### config.mk
export PLATFORM = sky130hd
export DESIGN_NAME = moore_phase_sequencer
export DESIGN_NICKNAME = d
export VERILOG_FILES = /design/src/rtl/moore_phase_sequencer.sv
export SDC_FILE = /design/constraint.sdc
export NUM_CORES = 1
export LEC_CHECK = 0
export CAP_MARGIN = 5
export CORE_MARGIN = 4
export CORE_UTILIZATION = 50
export CTS_BUF_LIST = sky130_fd_sc_hd__clkbuf_8
export DETAILED_ROUTE_END_ITERATION = 12
export PLACE_DENSITY = 0.78
export SLEW_MARGIN = 25
export SYNTH_ARGS = -nofsm -noshare
export SYNTH_HDL_FRONTEND = slang
export SYNTH_SLANG_ARGS = --single-unit
### constraint.sdc
create_clock -name clk -period 2.7 [get_ports clk]
set_input_delay 0.27 -clock clk [delete_from_list [all_inputs] [get_ports clk]]
set_output_delay 0.27 -clock clk [all_outputs]
set_load 0.01 [all_outputs]
### src/rtl/moore_phase_sequencer.sv
// -----------------------------------------------------------------------------
// moore_phase_sequencer
//
// Purpose:
//   Parametrised Moore control-sequence generator. On start it steps through
//   NPHASE phases. Each phase drives a programmable output pattern for
//   (dwell+1) cycles. A one-cycle done pulse marks normal completion. All
//   outputs are registered, so there is no combinational path from any input
//   to any output.
//
// Ports:
//   clk        clock, rising edge
//   rst        synchronous active-high reset (priority over everything)
//   start_i    start request, accepted only while idle
//   hold_i     freezes counter, phase and output while running
//   abort_i    terminates a running sequence without a done pulse
//   dwell_i    per-phase dwell, phase k at [k*CNT_W +: CNT_W]
//   pattern_i  per-phase output pattern, phase k at [k*OUT_W +: OUT_W]
//   y_o        registered output pattern
//   phase_o    current phase index
//   busy_o     high while running
//   done_o     one-cycle pulse on normal completion
// -----------------------------------------------------------------------------
module moore_phase_sequencer #(
  parameter int NPHASE = 4,
  parameter int CNT_W  = 8,
  parameter int OUT_W  = 2,
  parameter int PH_W   = (NPHASE > 1) ? $clog2(NPHASE) : 1
) (
  input  logic                      clk,
  input  logic                      rst,
  input  logic                      start_i,
  input  logic                      hold_i,
  input  logic                      abort_i,
  input  logic [NPHASE*CNT_W-1:0]   dwell_i,
  input  logic [NPHASE*OUT_W-1:0]   pattern_i,
  output logic [OUT_W-1:0]          y_o,
  output logic [PH_W-1:0]           phase_o,
  output logic                      busy_o,
  output logic                      done_o
);

  localparam logic [1:0] S_IDLE = 2'd0;
  localparam logic [1:0] S_RUN  = 2'd1;
  localparam logic [1:0] S_DONE = 2'd2;

  localparam logic [PH_W-1:0] LAST_PH = PH_W'(NPHASE - 1);

  logic [1:0]              state_q, state_d;
  logic [CNT_W-1:0]        cnt_q, cnt_d;
  logic [PH_W-1:0]         phase_q, phase_d;
  logic [OUT_W-1:0]        y_q, y_d;
  logic                    busy_q, busy_d;
  logic                    done_q, done_d;
  logic [NPHASE*CNT_W-1:0] dwell_sh_q, dwell_sh_d;
  logic [NPHASE*OUT_W-1:0] pattern_sh_q, pattern_sh_d;

  // Shadowed configuration viewed as per-phase arrays.
  logic [CNT_W-1:0] dwell_arr [NPHASE];
  logic [OUT_W-1:0] pat_arr   [NPHASE];

  genvar gi;
  generate
    for (gi = 0; gi < NPHASE; gi++) begin : g_unpack
      assign dwell_arr[gi] = dwell_sh_q[gi*CNT_W +: CNT_W];
      assign pat_arr[gi]   = pattern_sh_q[gi*OUT_W +: OUT_W];
    end
  endgenerate

  logic [PH_W-1:0] phase_inc;
  logic            dwell_hit;

  assign phase_inc = phase_q + PH_W'(1);
  // Equality compare only: the counter is cleared on a hit, so it can never
  // run past the programmed dwell.
  assign dwell_hit = (cnt_q == dwell_arr[phase_q]);

  always_comb begin
    state_d      = state_q;
    cnt_d        = cnt_q;
    phase_d      = phase_q;
    y_d          = y_q;
    busy_d       = busy_q;
    done_d       = 1'b0;
    dwell_sh_d   = dwell_sh_q;
    pattern_sh_d = pattern_sh_q;

    case (state_q)
      S_IDLE: begin
        cnt_d   = '0;
        phase_d = '0;
        busy_d  = 1'b0;
        y_d     = '0;
        if (start_i && !abort_i) begin
          state_d      = S_RUN;
          dwell_sh_d   = dwell_i;
          pattern_sh_d = pattern_i;
          // Drive phase 0 straight from the input; the shadow is being
          // loaded on this same edge.
          y_d          = pattern_i[0 +: OUT_W];
          busy_d       = 1'b1;
        end
      end

      S_RUN: begin
        if (abort_i) begin
          state_d = S_IDLE;
          y_d     = '0;
          busy_d  = 1'b0;
          phase_d = '0;
          cnt_d   = '0;
        end else if (hold_i) begin
          // Everything keeps its value.
        end else if (dwell_hit) begin
          cnt_d = '0;
          if (phase_q != LAST_PH) begin
            phase_d = phase_inc;
            y_d     = pat_arr[phase_inc];
          end else begin
            state_d = S_DONE;
            done_d  = 1'b1;
            busy_d  = 1'b0;
            y_d     = '0;
            phase_d = '0;
          end
        end else begin
          cnt_d = cnt_q + CNT_W'(1);
        end
      end

      S_DONE: begin
        // Single-cycle completion state; start and abort are ignored here.
        state_d = S_IDLE;
        y_d     = '0;
        busy_d  = 1'b0;
        phase_d = '0;
        cnt_d   = '0;
      end

      default: begin
        // Illegal encoding: recover to idle with reset output values.
        state_d = S_IDLE;
        cnt_d   = '0;
        phase_d = '0;
        y_d     = '0;
        busy_d  = 1'b0;
        done_d  = 1'b0;
      end
    endcase
  end

  always_ff @(posedge clk) begin
    if (rst) begin
      state_q      <= S_IDLE;
      cnt_q        <= '0;
      phase_q      <= '0;
      y_q          <= '0;
      busy_q       <= 1'b0;
      done_q       <= 1'b0;
      dwell_sh_q   <= '0;
      pattern_sh_q <= '0;
    end else begin
      state_q      <= state_d;
      cnt_q        <= cnt_d;
      phase_q      <= phase_d;
      y_q          <= y_d;
      busy_q       <= busy_d;
      done_q       <= done_d;
      dwell_sh_q   <= dwell_sh_d;
      pattern_sh_q <= pattern_sh_d;
    end
  end

  assign y_o     = y_q;
  assign phase_o = phase_q;
  assign busy_o  = busy_q;
  assign done_o  = done_q;

endmodule
---- Word level (Yosys, flattened, before mapping) ----
Cells that the tools add are included.
cells by class
  add/subtract/negate cells ............... 2
  order comparisons ....................... 2
  eq/ne operators ......................... 7
  mux-type cells .......................... 27
  bitwise gates (word level) .............. 5
  reduce and logical (&&, ||, !) cells .... 10
operators by type and width
  kind                                                                   number
  2-bit 2-to-1 mux                                                       13
  8-bit 2-to-1 mux                                                       3
  8-bit binary-select mux with 2-bit select                              1
  3-bit inequality test, second input constant                           3
  8-bit by 1-bit adder with 8-bit output, second input constant          1
  8-bit equality test                                                    1
  2-bit one-hot mux with 2 select lines                                  2
  3-bit greater-or-equal comparator, second input constant               2
  1-bit 2-to-1 mux                                                       6
  2-bit inverter with 3-bit output                                       2
  2-bit AND reduction                                                    3
  5-bit OR reduction                                                     1
  2-bit binary-select mux with 2-bit select                              1
  2-bit inequality test, second input constant                           2
  4-bit AND reduction                                                    1
  1-bit inverter                                                         3
  3-bit AND reduction                                                    1
  3-bit OR reduction                                                     1
  2-bit by 1-bit adder with 2-bit output, second input constant          1
  2-bit by 1-bit equality test with 1-bit output, second input constant  1
  2-bit zero test                                                        1
  1-bit one-hot mux with 2 select lines                                  1
  1-bit logical AND                                                      1
  1-bit zero test                                                        1
storage, ports and cells
  flip-flop bits (word level) ............. 56
  output and inout bits ................... 6
  logic and storage cells ................. 61

---- Logic depth before layout (Yosys ltp) ----
Gate-level depths: netlist of run 1.
  word-level depth ........................ 10
  mapped depth ............................ 7

---- Worst setup path after synthesis of run 1 ----
OpenSTA, ideal clock, no wires.
  path type ............................... register to register
  start ................................... register phase_q[0] (netlist: phase_o[0])
  end ..................................... register phase_q[0] (netlist: phase_o[0])
  library setup time ...................... 0.072 ns
  arrival time ............................ 2.063 ns
  path slack .............................. 0.566 ns
  cell stages (with the launch flop) ...... 8
  buffers on the path ..................... 2
  period minus slack after synthesis ...... 2.134 ns
  cells stage by stage .................... dfxtp_1 > buf_6 > mux4_2 > xnor2_2 > nand4_1 > nor3_4 > buf_6 > mux2i_1
on the way
  word-level cells in the longest chain between the ends .. 6
ends and longest elaborated chain
  element                                                 line  source
  from (decl)                                             51    logic [PH_W-1:0] phase_q, phase_d;
  from (signal assigned)                                  165   phase_q <= phase_d;
  2-bit inverter with 3-bit output (not written as such)  76    assign dwell_hit = (cnt_q == dwell_arr[phase_q]);
  8-bit binary-select mux with 2-bit select               76
  8-bit 2-to-1 mux (not written as such) (2 in a row)     76
  8-bit equality test                                     76
  2-bit AND reduction (no source line)                    -
Parallel ways exist; a longest one is shown, timed or not. The select of a mux whose other input is x is not followed.
A chain may end at the register's enable or synchronous reset.

---- Worst setup path after layout of run 1 ----
Ends and elaborated chain as after synthesis.

==> results of run 1 <==
==> cell families after synthesis <==
| logic type | synth area share |
|---|---|
| adder cells (fa/ha/maj) | 0.0102 |
| buffers and inverters | 0.0374 |
| XOR/XNOR | 0.0630 |
| AND/OR/NAND/NOR | 0.213 |
| flip-flops | 0.459 |
| multiplexers | 0.100 |
| AO/OA/AOI/OAI | 0.116 |
==> worst paths after layout <==
check	start	endpoint	slack, ps	depth (start not counted)
worst min register to register	dwell_sh_q[17]	dwell_sh_q[17]	460	2
worst min-delay path	dwell_sh_q[17]	dwell_sh_q[17]	460	2
worst max-delay path	phase_o[0]	phase_o[0]	340	6
worst max register to register	phase_o[0]	phase_o[0]	340	6
==> tightest hold or removal path, cell delays in order (launching register included) <==
cell,delay [ps]
dfxtp_1,320
nand2_1,50
a21oi_1,50
==> synth_stat cells, drive strengths merged <==
cell	count
or3b	1
xnor2	10
a21oi	41
and3	3
o21ai	1
mux2i	2
nor2b	2
nor4b	1
nand4	2
o211ai	1
a21o	1
a31oi	1
ha	2
buf	2
inv	1
and2	1
nor3	8
and4	3
mux4	10
clkbuf	17
or3	1
o22a	1
nand2	88
a31o	1
or2	1
nor2	2
nand3	3
a311oi	4
dfxtp	56
xor2	5
or4b	1
==> power groups by stage <==
stage	clock (W)	combinational [W]	sequential (W)
finish	0.000475	0.000195	0.000874
CTS	0.000487	0.000198	0.000874
global placement	0	0.000193	0.000893
global route	0.000515	0.000217	0.000877
detailed placement	0	0.000197	0.000893
floorplan	0	0.000110	0.000887
==> registers in the layout, indices dropped and copies added, names as in the netlist <==
name and count:
phase_o 2, done_o 1, y_o 2, state_q 2
cnt_q 8, busy_o 1, pattern_sh_q 8, dwell_sh_q 32
==> routing by layer <==
metal	vias up	share of wire
met5	-	0
met4	0	0.018
met3	11	0.054
met2	52	0.48
met1	916	0.45
li1	1013	-
==> per-stage QoR <==
step                      std cells   util  area, µm²
after global routing            383  0.653       3080
after CTS                       383  0.653       3080
after global placement          375  0.632       2990
after detailed placement        375  0.632       2990
final                           383  0.653       3080
after floorplan                 273      -       2440
==> cell type report <==
| type | instances | area share |
|---|---|---|
| Clock buffer | 6 | 0.0268 |
| Clock inverter | 2 | 0.00487 |
| Inverter | 1 | 0.00122 |
| Multi-Input combinational cell | 197 | 0.400 |
| Sequential cell | 56 | 0.363 |
| Tap cell | 67 | 0.0272 |
| Timing Repair Buffer | 54 | 0.176 |
==> flow_metrics.env, run 1 <==
export IMPL_cts_hold_buffers_added=0
export IMPL_grt_pass1_wl_mm=8.73
export IMPL_antenna_cells=0
export IMPL_leakage_nw=1.05
export IMPL_grt_util_met1=0.236
export IMPL_status="complete, no violations"
export IMPL_syn2layout_area_growth_pct=26.3
export IMPL_syn_area_per_cell_um2=8.94
export IMPL_final_common_cell="nand2_1"
export IMPL_drtPass1Iterations=4
export IMPL_cp_slowest_cell="mux4_2"
export IMPL_synthTopCellsByArea="dfxtp_1, nand2_1, mux4_2"
export IMPL_rsz0062_at_grt="false"
export IMPL_grt_pass1_vias=1868
export IMPL_p_sw_w=0.000372
export IMPL_crit_required_ps=2950
export IMPL_p_per_area_nw_per_um2=501
export IMPL_cp_arrival_ps=2600
export IMPL_crit_type="flop to flop"
export IMPL_crit_family="multiplexers"
export IMPL_gp_congestion=0.817
export IMPL_holdWs_ps=456
export IMPL_crit_buf_inv=1
export IMPL_synth_cell_area_um2=2440
export IMPL_cts_resized=0
export IMPL_finalSetupViolCount=0
export IMPL_path_clk_slew_ps=90
export IMPL_cts_tree="done"
export IMPL_power_internal_w=0.00117
export IMPL_final_cell_mix="nand2_1, dfxtp_1, clkdlybuf4s50_1, a21oi_1, mux4_2"
export IMPL_initial_core_util=0.517
export IMPL_grt_max_degree=45
export IMPL_synth_seq_area_share=0.459
export IMPL_drt_iter0_drc=132
export IMPL_antenna_found_initial=0
export IMPL_synth_fp_nets=320
export IMPL_io_buffers=50
export IMPL_cp_max_fo=13
export IMPL_via_per_inst=5.20
export IMPL_ys_types=34
export IMPL_endpoint_kind="flop"
export IMPL_drt_total_wl_mm=5.05
export IMPL_multi_input_area_um2=1230
export IMPL_core_um2=4720
export IMPL_busiest_layer="met2"
export IMPL_path_cells="buf_12, mux4_2, xnor2_2, nand4_1, nor3_4, mux2i_1"
export IMPL_drv_cap=0
export IMPL_grtUsageMet2=0.291
export IMPL_setup_ws_ps=345
export IMPL_ioPinCount=51
export IMPL_avgRoutedWirePerCell_um=13.2
export IMPL_hold_viol_final=0
export IMPL_syn_inst=273
export IMPL_drc_errors=0
export IMPL_htree_num_levels=2
export IMPL_cts_sinks=56
export IMPL_fmax_mhz=425
export IMPL_ys_ff_latch=56
export IMPL_cts_path_max_buffers=2
export IMPL_drive_gt1_frac=0.0949
export IMPL_place_ws_ps=376
export IMPL_place_hpwl_mm=3.73
export IMPL_final_setup_skew_ps=4.74
export IMPL_timing_final_crit_share=0.872
export IMPL_min_path_type="flop to flop"
export IMPL_die_w_um=77.9
export IMPL_clk_latency_ps=310
export IMPL_ir_worst_vdd_uv=312
export IMPL_dieArea_um2=6060
export IMPL_cp_start_kind="flop"
export IMPL_cts_setup_buffers=0
export IMPL_yosys_warnings=0
export IMPL_layout_min_cycle_time_ps=2360
export IMPL_grt_overflow_total=0
export IMPL_switching_share=0.241
export IMPL_grt_usage=0.180
export IMPL_register_area_um2=1120
export IMPL_relSlewSlack=0.644
export IMPL_vias=1992
export IMPL_synth_largest_area_cell="dfxtp_1"
export IMPL_tns_ps=0
export IMPL_power_frac_seq=0.566
export IMPL_n_fill_cell=383
export IMPL_nNetsFinal=362
export IMPL_grtUsageMet3=0.0464
export IMPL_rows=25
export IMPL_cts_made_buffers=5
export IMPL_slowest_delay_ps=530
export IMPL_root_buffer="clkbuf_8"
export IMPL_clock_power_share=0.308
export IMPL_tightest_slew_ps=532
export IMPL_antenna_left=0
export IMPL_fp_dieH_um=77.9
export IMPL_combPwrFrac=0.126
export IMPL_power_w=0.00154
export IMPL_synth_top_cell_area_share=0.459
export IMPL_drv_slew=0
Power figures use the tool's default switching activity.
==> inputs of run 2 (changes only) <==
--- a/config.mk
+++ b/config.mk
@@ -11,6 +11,7 @@
 export CTS_BUF_LIST = sky130_fd_sc_hd__clkbuf_8
 export DETAILED_ROUTE_END_ITERATION = 12
 export PLACE_DENSITY = 0.78
+export SKIP_LAST_GASP = 1
 export SLEW_MARGIN = 25
 export SYNTH_ARGS = -nofsm -noshare
 export SYNTH_HDL_FRONTEND = slang
==> results of run 2 <==
The final DEF is identical to that of run 1; final timing and power are the same.
